==> src/rtl/obf_key_loader.sv <==
// Serial key loader for a MUX/camouflage-locked netlist.
// Parity-checked frames commit atomically; repeated bad frames lock out.
module obf_key_loader #(
  parameter int KEY_W    = 2,
  parameter int MAX_FAIL = 3,
  parameter int CNT_W    = 6
) (
  input  logic             clk,
  input  logic             rst_n,
  input  logic             frame_start,
  input  logic             sdi,
  input  logic             sdi_vld,
  output logic [KEY_W-1:0] key_out,
  output logic             key_valid,
  output logic             load_done,
  output logic             load_err,
  output logic             busy,
  output logic             locked_out
);

  typedef enum logic [1:0] {
    S_IDLE,
    S_SHIFT,
    S_CHECK,
    S_LOCK
  } state_t;

  state_t           state_q;
  logic [KEY_W-1:0] shadow_q;
  logic [KEY_W-1:0] shadow_d;
  logic [CNT_W-1:0] bit_cnt_q;
  logic             par_q;
  logic [3:0]       fail_cnt_q;
  logic [3:0]       fail_cnt_d;
  logic             par_ok;
  logic [KEY_W-1:0] key_q;
  logic             key_valid_q;
  logic             load_done_q;
  logic             load_err_q;
  logic             busy_q;
  logic             locked_q;

  // Next shadow image, next fail count and the even-parity verdict.
  always_comb begin
    shadow_d = shadow_q;
    for (int i = 0; i < KEY_W; i++) begin
      if (bit_cnt_q == CNT_W'(i)) begin
        shadow_d[i] = sdi;
      end
    end
    par_ok = ~(^shadow_q ^ par_q);
    if (fail_cnt_q == 4'(MAX_FAIL)) begin
      fail_cnt_d = fail_cnt_q;
    end else begin
      fail_cnt_d = fail_cnt_q + 4'd1;
    end
  end

  // Frame FSM; every output is a register updated here.
  always_ff @(posedge clk) begin
    if (!rst_n) begin
      state_q     <= S_IDLE;
      shadow_q    <= '0;
      bit_cnt_q   <= '0;
      par_q       <= 1'b0;
      fail_cnt_q  <= '0;
      key_q       <= '0;
      key_valid_q <= 1'b0;
      load_done_q <= 1'b0;
      load_err_q  <= 1'b0;
      busy_q      <= 1'b0;
      locked_q    <= 1'b0;
    end else begin
      load_done_q <= 1'b0;
      load_err_q  <= 1'b0;
      unique case (state_q)
        S_IDLE: begin
          if (frame_start) begin
            state_q   <= S_SHIFT;
            shadow_q  <= '0;
            bit_cnt_q <= '0;
            busy_q    <= 1'b1;
          end
        end
        S_SHIFT: begin
          if (frame_start) begin
            shadow_q  <= '0;
            bit_cnt_q <= '0;
          end else if (sdi_vld) begin
            if (bit_cnt_q == CNT_W'(KEY_W)) begin
              par_q   <= sdi;
              state_q <= S_CHECK;
            end else begin
              shadow_q  <= shadow_d;
              bit_cnt_q <= bit_cnt_q + 1'b1;
            end
          end
        end
        S_CHECK: begin
          busy_q <= 1'b0;
          if (par_ok) begin
            key_q       <= shadow_q;
            key_valid_q <= 1'b1;
            load_done_q <= 1'b1;
            fail_cnt_q  <= '0;
            state_q     <= S_IDLE;
          end else begin
            load_err_q <= 1'b1;
            fail_cnt_q <= fail_cnt_d;
            if (fail_cnt_d == 4'(MAX_FAIL)) begin
              key_q       <= '0;
              key_valid_q <= 1'b0;
              locked_q    <= 1'b1;
              state_q     <= S_LOCK;
            end else begin
              state_q <= S_IDLE;
            end
          end
        end
        S_LOCK: begin
          busy_q <= 1'b0;
        end
        default: begin
          state_q <= S_IDLE;
        end
      endcase
    end
  end

  assign key_out    = key_q;
  assign key_valid  = key_valid_q;
  assign load_done  = load_done_q;
  assign load_err   = load_err_q;
  assign busy       = busy_q;
  assign locked_out = locked_q;

endmodule
==> config.mk <==
export PLATFORM = sky130hd
export DESIGN_NAME = obf_key_loader
export DESIGN_NICKNAME = d
export VERILOG_FILES = /design/src/rtl/obf_key_loader.sv
export SDC_FILE = /design/constraint.sdc
export NUM_CORES = 1
export LEC_CHECK = 0
export ABC_AREA = 1
export CAP_MARGIN = 20
export CELL_PAD_IN_SITES_DETAIL_PLACEMENT = 1
export CELL_PAD_IN_SITES_GLOBAL_PLACEMENT = 1
export CORE_AREA = 2 2 58 60
export DETAILED_ROUTE_END_ITERATION = 10
export DIE_AREA = 0 0 60 62
export HOLD_SLACK_MARGIN = 0.12
export PLACE_DENSITY = 0.79
export REMOVE_ABC_BUFFERS = 1
export SLEW_MARGIN = 20
export SYNTH_ARGS = -nofsm -noshare
export SYNTH_HDL_FRONTEND = slang
export SYNTH_SLANG_ARGS = --single-unit
==> constraint.sdc <==
create_clock -name clk -period 4.5 [get_ports clk]
set_input_delay 0.675 -clock clk [delete_from_list [all_inputs] [get_ports clk]]
set_output_delay 0.675 -clock clk [all_outputs]
set_load 0.005 [all_outputs]
==> run_results.csv <==
group,metric,value,unit
status,outcome,"finished clean",
global_route,grt_overflow_total,0,
critical_path,worstSetupEndpoint,"key_out[0]",
timing,fin_skew,0.01550,ns
drt,viasPerCell,4.765,
power_and_ir_drop,powerDensity,463.4,nW/µm²
critical_path,r2r_end,"bit_cnt_q[3]$_SDFFE_PN0P_",
timing,finalSetupTns,0,ns
clocking,cts_max_path_buffers,2,
timing,period_share,41.46,%
critical_path,critPathRequiredTime,3.83,ns
clocking,clk_pin_slew,0.14,ns
clocking,cts_buffers,3,
synthesis,synth_mux_area_share,0,%
critical_path,r2r_slack,2.84,ns
clocking,cts_root_buf,"clkbuf_4",
synthesis,synth_simple_gate_area_share,35.07,%
floorplanning,die_h,62,µm
synthesis,synth_top_family_by_area,"simple AND/OR/NAND/NOR gates",
drt,wire_per_inst,11.66,µm
drt,drc_errors,0,
critical_path,critPathMaxFanout,2,
global_route,antenna_found_initial,0,
timing,rsz0062_at_grt,"false",
drt,first_iter_violations,27,
global_route,grt.total_usage,17.00,%
final_layout,areaGrowthSynthToFinish,16.99,%
final_layout,final_cell_mix,"41 x nand2_1, 31 x inv_1, 22 x dfxtp_1",
clocking,holdBufCountCts,0,
power_and_ir_drop,ir_drop,0.2034,mV
critical_path,reg2reg_depth,8,
floorplanning,core-area,3179,µm²
critical_path,crit_family,"buffers and inverters",
floorplanning,io_pins,12,
critical_path,cp-startpoint,"key_out[0]$_SDFFE_PN0P_",
clocking,clock_latency,0.32,ns
timing,max_slew_margin,70.88,%
critical_path,path_buf_inv,1,
synthesis,synth-xor-area-share,0.6876,%
timing,setup_violations,0,
final_layout,final_common_cell,"nand2_1",
global_route,grt_pass1_wl,4843,µm
critical_path,timing.rr.start,"state_q[1]$_SDFFE_PN0P_",
drt,drt_wl_total,2833,µm
timing,maxSlewViolCount,0,
critical_path,path_cells,"clkdlybuf4s50_1",
synthesis,syn_area,1274,µm²
critical_path,cp_slowest_cell,"clkdlybuf4s50_1",
clocking,tritoncts,"yes",
hold_path,hold_class,"flip-flop to flip-flop",
power_and_ir_drop,leakagePower,0.6345,nW
hold_path,min_path_cells,2,
critical_path,endpoint_kind,"primary output",
global_route,grt_pass1_vias,1112,
synthesis,synth_seq_cells,22,
flow_run,maxCapViolCount,0,
clocking,cts.repair.resized,0,
synthesis,synth_fa_ha_area_share,9.823,%
critical_path,cp.arrival,1.19,ns
placed_design,place_congestion,0.7664,
final_layout,drive_gt1_share,9.645,%
clocking,clock-sinks,22,
critical_path,critPathKind,"flip-flop to primary output",
final_layout,fillers,414,
timing,min_period,1.866,ns
timing,finalHoldViolations,0,
clocking,post_cts_buffers,0,
floorplanning,design.die.area,3720,µm²
synthesis,synth_compound_area_share,9.725,%
synthesis,syn_area_per_cell,6.960,µm²
synthesis,yosysWarnings,0,
clocking,htree_levels,1,
critical_path,cp_slowest_stage_delay,0.52,ns
critical_path,crit_path_start_kind,"flip-flop",
synthesis,synth.area.top_cells,"dfxtp_1 35%, nand2_1 12%, ha_1 9.8%",
placed_design,place.port_buffers,11,
timing,worst_pin_slew,0.4355,ns
final_layout,diodes,0,
synthesis,yosysUniqueCellTypes,23,
synthesis,synth.largest_area_cell,"dfxtp_1",
timing,fin_hold_ws,0.4687,ns
drt,num_vias,1158,
synthesis,synth_top_area_share,34.58,%
floorplanning,std_cell_rows,21,
floorplanning,start_util,40.06,%
synthesis,synth-seq-area-share,34.58,%
timing,fmax,0.5360,GHz
global_route,grt_max_degree,14,
critical_path,cp.depth,1,
drt,antenna_left,0,
floorplanning,dieWidth,60,µm
drt,drt-pass1-iter-count,4,
final_layout,fin_nets,213,
placed_design,dpl.hpwl,2316,µm
synthesis,synthCells,183,
## synthesized netlist by cell type
library cell / count
nor2_4: 1
a21oi_2: 2
o22ai_1: 3
inv_6: 1
inv_1: 31
a21oi_1: 5
nand4_1: 2
clkbuf_1: 1
nand2_4: 1
dfxtp_1: 22
nand3_1: 16
o21ai_0: 11
ha_1: 10
a211oi_1: 1
and3_1: 1
nand2_1: 41
nand3_2: 2
nor2_2: 5
nor3_4: 1
nand2_2: 2
nor3_1: 4
xor2_1: 1
nor2_1: 19
## flip-flops by register name (all words and copies together) (netlist names)
signal	count
par_q	1
fail_cnt_q	4
load_err	1
locked_out	1
key_out	2
bit_cnt_q	6
load_done	1
key_valid	1
state_q	2
shadow_q	2
busy	1
## cell type report
| cell class | count | area (µm²) | share of cell area (%) |
|---|---|---|---|
| multi-input combinational | 128 | 704.4 | 47.27 |
| sequential | 22 | 440.4 | 29.55 |
| inverter | 32 | 125.1 | 8.396 |
| timing repair buffer | 11 | 110.1 | 7.389 |
| tap | 46 | 57.56 | 3.862 |
| clock inverter | 1 | 30.03 | 2.015 |
| clock buffer | 3 | 22.52 | 1.511 |
## routing by layer
metal	up-vias	global-route usage, %	routed length [µm]	share of wire, %
met3	2	3.727	67	2.4
met2	14	32.30	1528	54
li1	604	-	-	-
met4	0	2.857	17	0.60
met5	-	0	0	0
met1	538	19.77	1219	43
## power breakdown
part | internal, mW | total [mW] | switching (mW)
combinational | 0.107 | 0.277 | 0.171
clock | 0.0900 | 0.153 | 0.0627
sequential | 0.229 | 0.260 | 0.0313
total | 0.426 | 0.691 | 0.265
## worst min-delay path by stage
stage / from / end
3_5_place_dp: locked_out$_SDFFE_PN0P_ / locked_out$_SDFFE_PN0P_
2_1_floorplan: locked_out$_SDFFE_PN0P_ / locked_out$_SDFFE_PN0P_
4_1_cts: locked_out$_SDFFE_PN0P_ / locked_out$_SDFFE_PN0P_
3_3_place_gp: locked_out$_SDFFE_PN0P_ / locked_out$_SDFFE_PN0P_
6_report: locked_out$_SDFFE_PN0P_ / locked_out$_SDFFE_PN0P_
5_1_grt: locked_out$_SDFFE_PN0P_ / locked_out$_SDFFE_PN0P_
## worst min-delay path: stages, from the launching register on
cell and delay [ns]:
dfxtp_1 0.34, inv_1 0.05, a21oi_1 0.05
## logic make-up after synthesis
| logic type | after synthesis |
|---|---|
| AOI/OAI and AO/OA | 22 |
| xor gates and xnor gates | 1 |
| adders and majority gates | 10 |
| buffers and inverters | 33 |
| DFF | 22 |
| and+or+nand+nor | 95 |
## through the flow
stage	cell area, µm²	instances	util, %	setup WS [ns]	power, mW
floorplan	1270	182	-	3.063	0.4604
global placement	1438	239	45.22	2.421	0.5297
detailed placement	1438	239	45.22	2.384	0.5458
CTS	1490	243	46.87	2.616	0.7012
global route	1490	243	46.87	2.565	0.7495
finish	1490	243	46.87	2.634	0.6906
Power figures use the tool's default switching activity.
==> edit 1: new RTL, same flow settings <==
Reset style: asynchronous (`rst_n`), changed in one clocked block.
--- a/src/rtl/obf_key_loader.sv
+++ b/src/rtl/obf_key_loader.sv
@@ -57,7 +57,7 @@
   end
 
   // Frame FSM; every output is a register updated here.
-  always_ff @(posedge clk) begin
+  always_ff @(posedge clk or negedge rst_n) begin
     if (!rst_n) begin
       state_q     <= S_IDLE;
       shadow_q    <= '0;
Behaviour: differs if rst_n is asserted again (counterexample within 4 cycles, from zero or initial values and one cycle with rst_n low); with rst_n held inactive, the same outputs for 10 cycles.
==> edit 1 against the unedited design <==
  * Power increased by 33%
  * Critical endpoint is now key_valid
  * Sequential cell count did not move
  * Worst hold slack got worse by 0.16 ns
  * Area after synthesis grew 2.8%
  * Wire length rose by 0.46%
  * Via count down 2.5%
  * Critical path type unchanged
  * Worst setup slack gained 0.0071 ns
  * Cell area grew 1.3%
  * Sequential share of layout area is 6.9 points higher
  * Global-route usage down 0.085 points
==> edit 1: results (changes against the unedited design) <==
Clocking
  – Clock latency at the later pin of the worst-skew pair: between 0.3 and 0.4 ns
  – CTS Root Cell: clkbuf_4
  – CTS buffer count: 3 (unchanged)
  – Post CTS Setup Buffer Count: 0 (unchanged)
  – Resized cells post-CTS: 0 (unchanged)
  – Clk slew on worst S/H paths: about 0.13 ns
  – Clock buffer depth: 2 (unchanged)
  – H-Tree Depth: 1 (unchanged)

Pwr
  – Internal power: 0.524 mW (+23%)
  – VDD IR max: 0.000223 V (+9.6%)
  – Power Combinational: 0.444 mW (+60%)
  – Pleak: 0.755 nW (+19%)
  – Register share of total power: 0.348 (-0.029)

Worst setup path
  – Critical path's largest stage delay: 0.50 ns (-0.02 ns)
  – Worst r2r src: state_q[1]
  – Worst-path maximum fanout: 2 (unchanged)
  – FF-to-FF path depth: 11 (+3)
  – Slowest CP cell: clkdlybuf4s50_1
  – CP top delay family: buffers and inverters
  – Worst r2r dst: bit_cnt_q[5]
  – Worst reg2reg setup slack: 2.76 ns (-0.08 ns)
  – Arrival time worst endpoint: 1.18 ns

Synthesis
  – Post-synth EDFFs: 0 (unchanged)
  – Most instantiated cells after synthesis: 43 x nand2_1, 28 x inv_1, 22 x dfrtp_1
  – Seq/Total Area, Yosys: 0.420 (+0.0745)
  – FFs w/ async S/R, synth: 1.00 (+1.00)
  – Dominant cells by area after synthesis: dfrtp_1 42%, nand2_1 12%, ha_1 9.6%
  – Post-synth top flop: dfrtp_1
  – Ys Warns: 0 (unchanged)
  – Post-synth cell types: 24 (+4.3%)

Route
  – Routed Wire Length: 2850 um (+0.46%)
  – Vias/cell: 4.89 (+2.6%)
  – Initial DRC Count: 27 (unchanged)
  – Post-detailed-route count of antenna-violating nets: 0 (unchanged)
  – Detailed Routing Iterations Pass 1: 2 (-2)

Hold path
  – HP Class: input port to async pin

GRT
  – Total gr overflow: 0 (unchanged)
  – Global-route usage over all layers: 0.169 (-0.000848)
  – Largest net degree at the start of global routing: 23 (+9)
  – Initial antenna violation count: 0 (unchanged)
  – Global-route wire length before repair: 4790 um (-1.1%)
  – Number of global-route vias before repair: 1133 (+1.9%)

Status
  – Status: finished, final reports clean

Cells and area
  – Biggest regs: bit_cnt_q: 6 flops, fail_cnt_q: 4 flops
  – Layout cell share with drive strength beyond 1: 0.0811 (-0.0154)
  – Antenna Cells: 0 (unchanged)
  – Fillers: 401 (-3.1%)
  – Nets@finish: 201 (-5.6%)

Placed design
  – Buffers on Ports: 11 (unchanged)
  – Final GP Congestion: 0.815 (+6.3%)
  – Final HPWL DP: 2250 um (-2.8%)
  – Placed Area: 1460 um^2 (+1.7%)

Timing
  – Rel. slew slack: 0.668 (-0.0411)
  – Fin Clk Skew: 0.00579 ns (-0.00971 ns)
edit 1: metrics by stage:
| stage | cells | hold WS (ns) | setup WS (ns) | power, mW |
|---|---|---|---|---|
| global route | 231 | 0.331 | 2.56 | 1.01 |
| floorplan | 170 | 0.379 | 3.02 | 0.613 |
| global placement | 227 | 0.449 | 2.40 | 0.736 |
| CTS | 231 | 0.487 | 2.63 | 0.928 |
| finish | 231 | 0.305 | 2.64 | 0.917 |
| detailed placement | 227 | 0.455 | 2.32 | 0.768 |
edit 1: kinds of logic after synthesis:
logic type | Yosys count | share of synthesized area
AOI/OAI and AO/OA | 20 | 0.0898
xor gates and xnor gates | 1 | 0.00669
adders and majority gates | 10 | 0.0955
buffers and inverters | 32 | 0.0984
DFF | 22 | 0.420
and+or+nand+nor | 87 | 0.289
edit 1: layout make-up:
class	instances	area [um^2]	area share
clock buffers	3	22.5	0.0149
clock inverters	1	30.0	0.0199
inverters	30	113	0.0746
multi-input cells	118	631	0.418
flip-flops and latches	22	551	0.365
well taps	46	57.6	0.0381
repair buffers	11	105	0.0697
edit 1: how the worst max path moves through the flow:
stage	start	end	slack (ns)
2_1_floorplan	state_q[1]	bit_cnt_q[5]	3.02
3_3_place_gp	frame_start	bit_cnt_q[5]	2.40
3_5_place_dp	frame_start	bit_cnt_q[5]	2.32
4_1_cts	key_out[1]	key_out[1]	2.63
5_1_grt	frame_start	bit_cnt_q[5]	2.56
6_report	key_valid	key_valid	2.64
edit 1: metal layers:
metal	part of all wire	vias up	GRT usage	routed length, um
met5	0	-	0	0
met4	0.011	0	0.0381	30
met3	0.010	4	0.0248	29
met2	0.52	5	0.312	1490
met1	0.45	556	0.209	1290
li1	-	564	-	-
==> edit 2: new RTL, config.mk and constraints unchanged <==
Without the edit above. Change the parameter `KEY_W` from 2 to 4.
--- a/src/rtl/obf_key_loader.sv
+++ b/src/rtl/obf_key_loader.sv
@@ -1,7 +1,7 @@
 // Serial key loader for a MUX/camouflage-locked netlist.
 // Parity-checked frames commit atomically; repeated bad frames lock out.
 module obf_key_loader #(
-  parameter int KEY_W    = 2,
+  parameter int KEY_W    = 4,
   parameter int MAX_FAIL = 3,
   parameter int CNT_W    = 6
 ) (
Interface: changed (resized key_out); port bits go from 12 to 14. No check against the original RTL was run, so the function may have changed too.
==> edit 2 against the unedited design <==
  * Worst hold slack worse by 0.0020 ns
  * Cell area is 13% higher
  * Fmax is 0.17% higher
  * Wire length grew 22%
  * Sequential power grew 16%
  * Power is 17% higher
  * Worst setup slack better by 0.0032 ns
  * Sequential cell count rose by 4
  * Area after synthesis rose by 14%
  * Die area did not move
  * Critical path depth is the same
  * Sequential share of layout area is 1.3 points higher
  * Critical endpoint is now key_out[3]
  * Largest cell class unchanged
  * Largest power group unchanged
  * Highest routed layer unchanged
==> edit 2: results (changes against the unedited design) <==
Timing
  – Final worst path period need: 1.86 ns (-0.00322 ns)
  – Worst slew pin tran: 0.540 ns (+0.105 ns)
  – Fin Clk Skew: 0.00961 ns (-0.00589 ns)
  – Worst hold slack: 0.467 ns (-0.00198 ns)

Placed design
  – Placed Area: 1630 um^2 (+14%)
  – Final GP Congestion: 0.841 (+9.7%)
  – Buffers on Ports: 13 (+2)
  – DP Worst Slack: 2.33 ns (-0.0497 ns)
  – Final HPWL DP: 2840 um (+23%)
  – Cell Count Post-Placement: 261 (+9.2%)

Pwr
  – Pleak: 0.696 nW (+9.7%)
  – Internal power: 0.480 mW (+13%)
  – Clk pwr: 0.162 mW (+6%)
  – Overall power: 0.809 mW (+17%)
  – Power Sequential: 0.301 mW (+16%)
  – VDD IR max: 0.000223 V (+9.6%)

Synthesis
  – Post-synth cell types: 27 (+17%)
  – Seq/Total Area, Yosys: 0.359 (+0.0128)
  – Post-synth EDFFs: 0 (unchanged)
  – Post-synthesis instance total: 203 (+11%)
  – Mux contribution to synthesized area: 0 (unchanged)
  – Dominant cells by area after synthesis: dfxtp_1 36%, nand2_1 12%, ha_1 9.5%
  – Ys Warns: 0 (unchanged)
  – Most instantiated cells after synthesis: 48 x nand2_1, 26 x dfxtp_1, 21 x inv_1
  – Xor and xnor fraction of the mapped netlist area: 0.0181 (+0.0112)
  – Synth Area in Adders: 0.0948 (-0.00340)
  – Synth Area in Compound Gates: 0.139 (+0.0415)

Hold path
  – Hold Path Depth: 2 (unchanged)
  – Hold Crit Start: locked_out

Clocking
  – Resized cells post-CTS: 0 (unchanged)
  – Post CTS Setup Buffer Count: 0 (unchanged)

Route
  – Vias/cell: 5.05 (+6.0%)
  – Initial DRC Count: 17 (-37%)
  – Routed Wire Length: 3460 um (+22%)

GRT
  – Global-route wire length before repair: 5660 um (+17%)
  – Global-route usage over all layers: 0.198 (+0.0278)
  – Largest net degree at the start of global routing: 16 (+2)

Cells and area
  – Nets@finish: 236 (+11%)
  – Layout Cells excl Fill: 265 (+9.1%)
  – Biggest register: bit_cnt_q
  – Layout cell share with drive strength beyond 1: 0.146 (+0.0497)
  – Largest register FFs: 6 (unchanged)

Worst setup path
  – Slowest CP cell: clkdlybuf4s50_1
  – Worst-path maximum fanout: 2 (unchanged)
  – Worst r2r dst: shadow_q[0]
  – Critical path's largest stage delay: 0.50 ns (-0.02 ns)
  – CP top delay family: buffers and inverters
  – Worst reg2reg setup slack: 2.80 ns (-0.04 ns)
  – FF-to-FF path depth: 10 (+2)

Status
  – Status: finished, final reports clean
-- edit 2: changes by cell type after synthesis, moves of 4 or more --
cell	unedited run	this run
a21oi_1	5	13
nor2_1	19	11
nand2_1	41	48
o21ai_0	11	6
o21ai_1	0	10
nand3_1	16	11
inv_2	0	10
dfxtp_1	22	26
inv_1	31	21
-- edit 2: how the worst max path moves through the flow --
stage | startpoint | end
floorplan | state_q[0] | state_q[1]
CTS | key_out[3] | key_out[3]
finish | key_out[3] | key_out[3]
global route | key_out[0] | key_out[0]
global placement | frame_start | bit_cnt_q[2]
detailed placement | frame_start | bit_cnt_q[3]
-- edit 2: cell type report --
cell class | count | area (um^2)
multi-input combinational | 144 | 806
sequential | 26 | 520
inverter | 32 | 120
clock buffer | 3 | 22.5
fill | 421 | 1490
tap | 46 | 57.6
clock inverter | 1 | 30.0
timing repair buffer | 13 | 130
-- edit 2: per-layer routing --
layer,GRT usage,share of wire
met5,0,0
met4,0.0381,0.0064
met3,0.0248,0.016
met2,0.384,0.52
met1,0.233,0.45
